### src/rtl/ft_pkg.sv
// ft_pkg: definitions shared by the FT245 TX arbiter and the RX decoder.
//   - ft_state_e   : packet framing states (IDLE, HDR, PAYLOAD, CRC)
//   - header layout: {sync[3:0], pad[2:0], source id[0]}
//   - source IDs   : SRC0_ID / SRC1_ID
//   - helpers to build and split a header byte
package ft_pkg;

  typedef enum logic [1:0] {
    ST_IDLE    = 2'd0,
    ST_HDR     = 2'd1,
    ST_PAYLOAD = 2'd2,
    ST_CRC     = 2'd3
  } ft_state_e;

  localparam int         HDR_SYNC_W = 4;
  localparam int         HDR_PAD_W  = 3;
  localparam logic [2:0] HDR_PAD    = 3'b000;

  localparam logic SRC0_ID = 1'b0;
  localparam logic SRC1_ID = 1'b1;

  function automatic logic [7:0] ft_make_hdr(input logic [3:0] sync, input logic id);
    return {sync, HDR_PAD, id};
  endfunction

  function automatic logic [3:0] ft_hdr_sync(input logic [7:0] hdr);
    return hdr[7:4];
  endfunction

  function automatic logic ft_hdr_id(input logic [7:0] hdr);
    return hdr[0];
  endfunction

endpackage

### src/rtl/ft_tx_arbiter_rr_arb2.sv
// rr_arb2: two-requester round-robin arbiter.
//   clk, rst_n : clock, asynchronous active-low reset
//   req[1:0]   : request per source
//   en         : commit the current grant as the new last-grant
//   gnt_id     : index of the source that wins right now
//   any_req    : at least one request is present
// After reset last-grant is source 1, so source 0 wins the first tie.
module rr_arb2
  import ft_pkg::*;
(
  input  logic       clk,
  input  logic       rst_n,
  input  logic [1:0] req,
  input  logic       en,
  output logic       gnt_id,
  output logic       any_req
);

  logic last_q;

  always_comb begin
    gnt_id = SRC0_ID;
    if (req == 2'b11)
      gnt_id = ~last_q;
    else if (req[1])
      gnt_id = SRC1_ID;
  end

  assign any_req = |req;

  always_ff @(posedge clk or negedge rst_n) begin
    if (!rst_n)
      last_q <= SRC1_ID;
    else if (en)
      last_q <= gnt_id;
  end

endmodule

### src/rtl/ft_tx_arbiter.sv
// ft_tx_arbiter: merges two byte-stream sources into one FT245 TX FIFO.
// Each packet is framed as a header byte {HDR_SYNC, 3'b000, source id}
// followed by the payload; packets longer than MAX_LEN are cut at MAX_LEN
// bytes and len_err latches until reset.
// Optional build macro FT_TX_CHECKSUM_EN appends an XOR-of-payload trailer.
// Ports:
//   clk, rst_n                        : FT245 clock, async active-low reset
//   src0_/src1_ valid,data,last,ready : source byte streams (valid/ready)
//   tx_wdata, tx_winc, tx_wfull       : TX FIFO write side
//   len_err                           : sticky truncation flag
module ft_tx_arbiter
  import ft_pkg::*;
#(
  parameter logic [3:0] HDR_SYNC = 4'hA,
  parameter int         MAX_LEN  = 256
) (
  input  logic       clk,
  input  logic       rst_n,
  input  logic       src0_valid,
  input  logic [7:0] src0_data,
  input  logic       src0_last,
  output logic       src0_ready,
  input  logic       src1_valid,
  input  logic [7:0] src1_data,
  input  logic       src1_last,
  output logic       src1_ready,
  output logic [7:0] tx_wdata,
  output logic       tx_winc,
  input  logic       tx_wfull,
  output logic       len_err
);

  localparam logic [8:0] LAST_IDX = 9'(MAX_LEN - 1);

  ft_state_e  state_q, state_d;
  logic       grant_q;
  logic [8:0] cnt_q;
  logic       len_err_q;
  logic       gnt_id, any_req, arb_en;
  logic       sel_valid, sel_last;
  logic [7:0] sel_data;
  logic       xfer, max_hit, pkt_end;

  // Arbitration only happens in IDLE; the grant is then frozen for the packet.
  assign arb_en = (state_q == ST_IDLE) && any_req;

  rr_arb2 u_rr (
    .clk     (clk),
    .rst_n   (rst_n),
    .req     ({src1_valid, src0_valid}),
    .en      (arb_en),
    .gnt_id  (gnt_id),
    .any_req (any_req)
  );

  assign sel_valid = grant_q ? src1_valid : src0_valid;
  assign sel_data  = grant_q ? src1_data  : src0_data;
  assign sel_last  = grant_q ? src1_last  : src0_last;

  assign xfer    = (state_q == ST_PAYLOAD) && sel_valid && !tx_wfull;
  // cnt_q holds bytes already sent, so this transfer is byte number MAX_LEN.
  assign max_hit = (cnt_q == LAST_IDX);
  assign pkt_end = xfer && (sel_last || max_hit);

`ifdef FT_TX_CHECKSUM_EN
  logic [7:0] csum_q;

  always_ff @(posedge clk or negedge rst_n) begin
    if (!rst_n)
      csum_q <= 8'h00;
    else if (arb_en)
      csum_q <= 8'h00;
    else if (xfer)
      csum_q <= csum_q ^ sel_data;
  end
`endif

  always_ff @(posedge clk or negedge rst_n) begin
    if (!rst_n) begin
      state_q   <= ST_IDLE;
      grant_q   <= SRC0_ID;
      cnt_q     <= 9'd0;
      len_err_q <= 1'b0;
    end else begin
      state_q <= state_d;
      if (arb_en) begin
        grant_q <= gnt_id;
        cnt_q   <= 9'd0;
      end else if (xfer) begin
        cnt_q <= cnt_q + 9'd1;
      end
      if (pkt_end && !sel_last)
        len_err_q <= 1'b1;
    end
  end

  assign len_err = len_err_q;

  // Outputs are decoded from state so an async reset clears them at once.
  always_comb begin
    state_d    = state_q;
    tx_wdata   = 8'h00;
    tx_winc    = 1'b0;
    src0_ready = 1'b0;
    src1_ready = 1'b0;
    case (state_q)
      ST_IDLE: begin
        if (any_req)
          state_d = ST_HDR;
      end
      ST_HDR: begin
        tx_wdata = ft_make_hdr(HDR_SYNC, grant_q);
        tx_winc  = !tx_wfull;
        if (!tx_wfull)
          state_d = ST_PAYLOAD;
      end
      ST_PAYLOAD: begin
        tx_wdata   = sel_data;
        tx_winc    = sel_valid && !tx_wfull;
        src0_ready = (grant_q == SRC0_ID) && !tx_wfull;
        src1_ready = (grant_q == SRC1_ID) && !tx_wfull;
        if (pkt_end) begin
`ifdef FT_TX_CHECKSUM_EN
          state_d = ST_CRC;
`else
          state_d = ST_IDLE;
`endif
        end
      end
      ST_CRC: begin
`ifdef FT_TX_CHECKSUM_EN
        tx_wdata = csum_q;
        tx_winc  = !tx_wfull;
        if (!tx_wfull)
          state_d = ST_IDLE;
`else
        state_d = ST_IDLE;
`endif
      end
      default: state_d = ST_IDLE;
    endcase
  end

endmodule

### config.mk
export PLATFORM = sky130hd
export DESIGN_NAME = ft_tx_arbiter
export DESIGN_NICKNAME = d
export VERILOG_FILES = /design/src/rtl/ft_pkg.sv /design/src/rtl/ft_tx_arbiter_rr_arb2.sv /design/src/rtl/ft_tx_arbiter.sv
export SDC_FILE = /design/constraint.sdc
export NUM_CORES = 1
export LEC_CHECK = 0
export CORE_UTILIZATION = 44
export DETAILED_ROUTE_END_ITERATION = 8
export PLACE_DENSITY = 0.8
export RECOVER_POWER = 100
export SLEW_MARGIN = 40
export SYNTH_ARGS = -nofsm -noshare
export SYNTH_HDL_FRONTEND = slang
export SYNTH_HIERARCHICAL = 1
export SYNTH_SLANG_ARGS = --single-unit
### constraint.sdc
create_clock -name clk -period 2.1 [get_ports clk]
set_input_delay 0.21 -clock clk [delete_from_list [all_inputs] [get_ports clk]]
set_output_delay 0.21 -clock clk [all_outputs]
set_load 0.01 [all_outputs]
==> impl_metrics.tcl <==
set metrics [dict create \
    cpPeakStageDelay_ns 0.54 \
    synthXorXnorAreaFrac 0.0638 \
    synthCells 104 \
    max_freq_ghz 0.490 \
    drive_above_1_share 0.154 \
    power.leakage_uw 0.000603 \
    dieArea_mm2 0.00237 \
    mostFrequentLayoutCells "24 x clkdlybuf4s50_1, 17 x nor2_1, 13 x dfrtp_1" \
    grt.overflow.total 0 \
    fin_crit_sh 0.971 \
    comb_power_share 0.617 \
    cts_sinks 14 \
    initialDrtViolationCount 30 \
    switchingPower_uw 543 \
    outcome "finished clean" \
    synth-edff-count 0 \
    multiInputGateArea_um2 607 \
    drt-total-wl_mm 2.40 \
    tightestPinTransition_ns 0.647 \
    clk_pin_slew_ns 0.09 \
    synthArstFlopShare 1.00 \
    hold_viol_final 0 \
    wl_per_cell_um 13.6 \
    tns_ns 0 \
    ctsLongestPathBuffers 2 \
    final_common_cell "clkdlybuf4s50_1" \
    grt_first_pass_wirelength_mm 3.68 \
    ys.warnings.count 6 \
    grt_pass1_vias 895 \
    p_per_area_mw_per_mm2 977 \
    coreArea_mm2 0.00200 \
    drc_errors 0 \
    cp_cell_sequence "inv_2 > ha_4 > nand2_1 > nor2_1 > clkdlybuf4s50_1" \
    area_delta_synth_final_pct 50.0 \
    port-buffer-count 34 \
    cts_buffers 3 \
    critPathSlowestCell "clkdlybuf4s50_1" \
    nFillCells 149 \
    die_h_um 48.7 \
    pwr-share-clk 0.113 \
    hold_path_class "primary input to async pin" \
    synth_top_flop_cell "dfrtp_1" \
    clock_skew_ns 0.00913 \
    initial_utilization 0.480 \
    synth_compound_area_frac 0.0885 \
    synth.distinct_cells 31 \
    cts_tree "done" \
    synth-seq-cells 14 \
    cp.arrival_ns 1.83 \
    worst-path-max-fanout 5 \
    synth.net_count 134 \
    worstSkewPairLatency_ns 0.28 \
    synth_top_family_by_area "simple AND/OR/NAND/NOR gates" \
    ant_nets 0 \
    power.internal_uw 865 \
    grt_usage 0.197 \
    startpoint_type "flip-flop" \
    gp_congestion 0.732 \
    fin_nets 180 \
    fin_area_mm2 0.00144 \
    placed_cell_area_mm2 0.00135 \
    dr.pass1.iters 4 \
    regArea_um2 352 \
    worstSetupPathType "flip-flop to output pin" \
    synth.area.mux_share 0.135 \
    setup_viol 0 \
    slew_headroom 0.569 \
    period_minus_slack_ns 2.04 \
    dp_hpwl_mm 1.62 \
    htree_levels 1 \
    antenna_found_initial 0 \
    grt_start_max_net_pins 15 \
    num_vias 935 \
    netSwitchingFraction 0.386 \
    rows 16 \
    yosysSeqAreaShare 0.366 \
    seqPwrFrac 0.270 \
    layout.cells.non_filler 176 \
    cp.required_ns 1.89 \
    die_w_um 48.7 \
    routed_via_density 5.31 \
    avgSynthCellArea_um2 9.24 \
    io-pin-count 35 \
    synth_fa_ha_area_frac 0.0911 \
    worstSetupEndpointType "output pin" \
    num_antenna_cells 0 \
    clock-root-buffer "clkbuf_4" \
    dp.cells 166 \
    ir_drop_v 0.000806 \
    drv_slew 0 \
    cap_violations 0 \
    synth-simple-area-share 0.215 \
    netlist_area_um2 961 \
]
[layout make-up]
cell class	instances	area share
Inverter	5	0.0130
Timing Repair Buffer	44	0.280
Clock buffer	4	0.0182
Tap cell	27	0.0234
Multi-Input combinational cell	82	0.421
Sequential cell	14	0.244
[per-stage QoR]
| step | util | setup slack, ns | hold WS (ns) | total power, µW |
|---|---|---|---|---|
| floorplan | - | 0.203 | -0.0856 | 848 |
| global placement | 0.672 | 0.147 | 0.492 | 1090 |
| detailed placement | 0.672 | 0.0738 | 0.502 | 1110 |
| CTS | 0.706 | -0.00170 | 0.322 | 1360 |
| global route | 0.720 | -0.00662 | 0.429 | 1500 |
| finish | 0.720 | 0.0602 | 0.369 | 1410 |
[cells in the mapped netlist (2+ instances only)]
| master | count | share of area |
|---|---|---|
| nor2_1 | 17 | 0.066 |
| mux2_2 | 2 | 0.023 |
| mux2i_1 | 7 | 0.073 |
| nand2_1 | 6 | 0.023 |
| nor3_1 | 2 | 0.010 |
| nor2b_1 | 3 | 0.020 |
| a21oi_1 | 4 | 0.021 |
| and2_1 | 2 | 0.013 |
| o21ai_0 | 4 | 0.021 |
| inv_1 | 5 | 0.020 |
| ha_1 | 7 | 0.091 |
| xnor2_1 | 7 | 0.064 |
| dfrtp_1 | 13 | 0.34 |
| nand3_1 | 5 | 0.026 |
| mux2_1 | 2 | 0.023 |
| nor4_1 | 3 | 0.020 |
[layer usage]
layer	part of all wire	GRT usage	vias up	wire length, µm
li1	-	-	446	-
met1	0.45	0.232	429	1090
met2	0.45	0.343	55	1070
met3	0.086	0.0566	5	207
met4	0.010	0.0588	0	25
met5	0	0	-	0
[logic make-up (layout without fill, tap and decap cells)]
group	Yosys count	after routing
adder cells (fa/ha/maj)	7	7
multiplexers	12	12
XOR/XNOR	7	7
buffers and inverters	8	53
AO/OA/AOI/OAI	13	13
AND/OR/NAND/NOR	43	43
flip-flops	14	14
[critical path: cells and delay by family, from the launching register on]
kind                     cells  cell delay (ns)
AND/OR/NAND/NOR              2             0.24
buffers and inverters        2             0.62
flip-flops                   1             0.39
adder cells (fa/ha/maj)      1             0.29
[flip-flops by register name, summed over array words and instances (netlist names)]
register	cells
grant_q	1
state_q	2
u_rr/last_q	1
cnt_q	9
len_err	1
[path summary, 6_finish.rpt]
| check | start | end | slack, ns | cells past startpoint |
|---|---|---|---|---|
| setup / recovery | state_q[1] | tx_wdata[4] | 0.06 | 5 |
| hold / removal | rst_n | cnt_q[0] | 0.37 | 1 |
| setup reg to reg | cnt_q[0] | state_q[0] | 0.09 | 8 |
| hold reg to reg | len_err | len_err | 0.51 | 1 |
| max in group asynchronous | rst_n | cnt_q[6] | 1.33 | 1 |
| min in group clk | len_err | len_err | 0.51 | 1 |
[power groups by stage]
| stage | logic, µW | registers, µW | clock network, µW |
|---|---|---|---|
| 2_1_floorplan | 475 | 373 | 0 |
| 3_3_place_gp | 709 | 385 | 0 |
| 3_5_place_dp | 722 | 389 | 0 |
| 4_1_cts | 813 | 385 | 158 |
| 5_1_grt | 939 | 388 | 174 |
| 6_report | 869 | 380 | 158 |
[repair_timing]
item / CTS / global route
buffers inserted: 2 / 4
pin swaps: 0 / 0
resized for setup: 6 / 11
gates cloned: 0 / 0
endpoints found under the setup margin: 11 / 11
hold buffers: 0 / 0
Power figures use the tool's default switching activity.
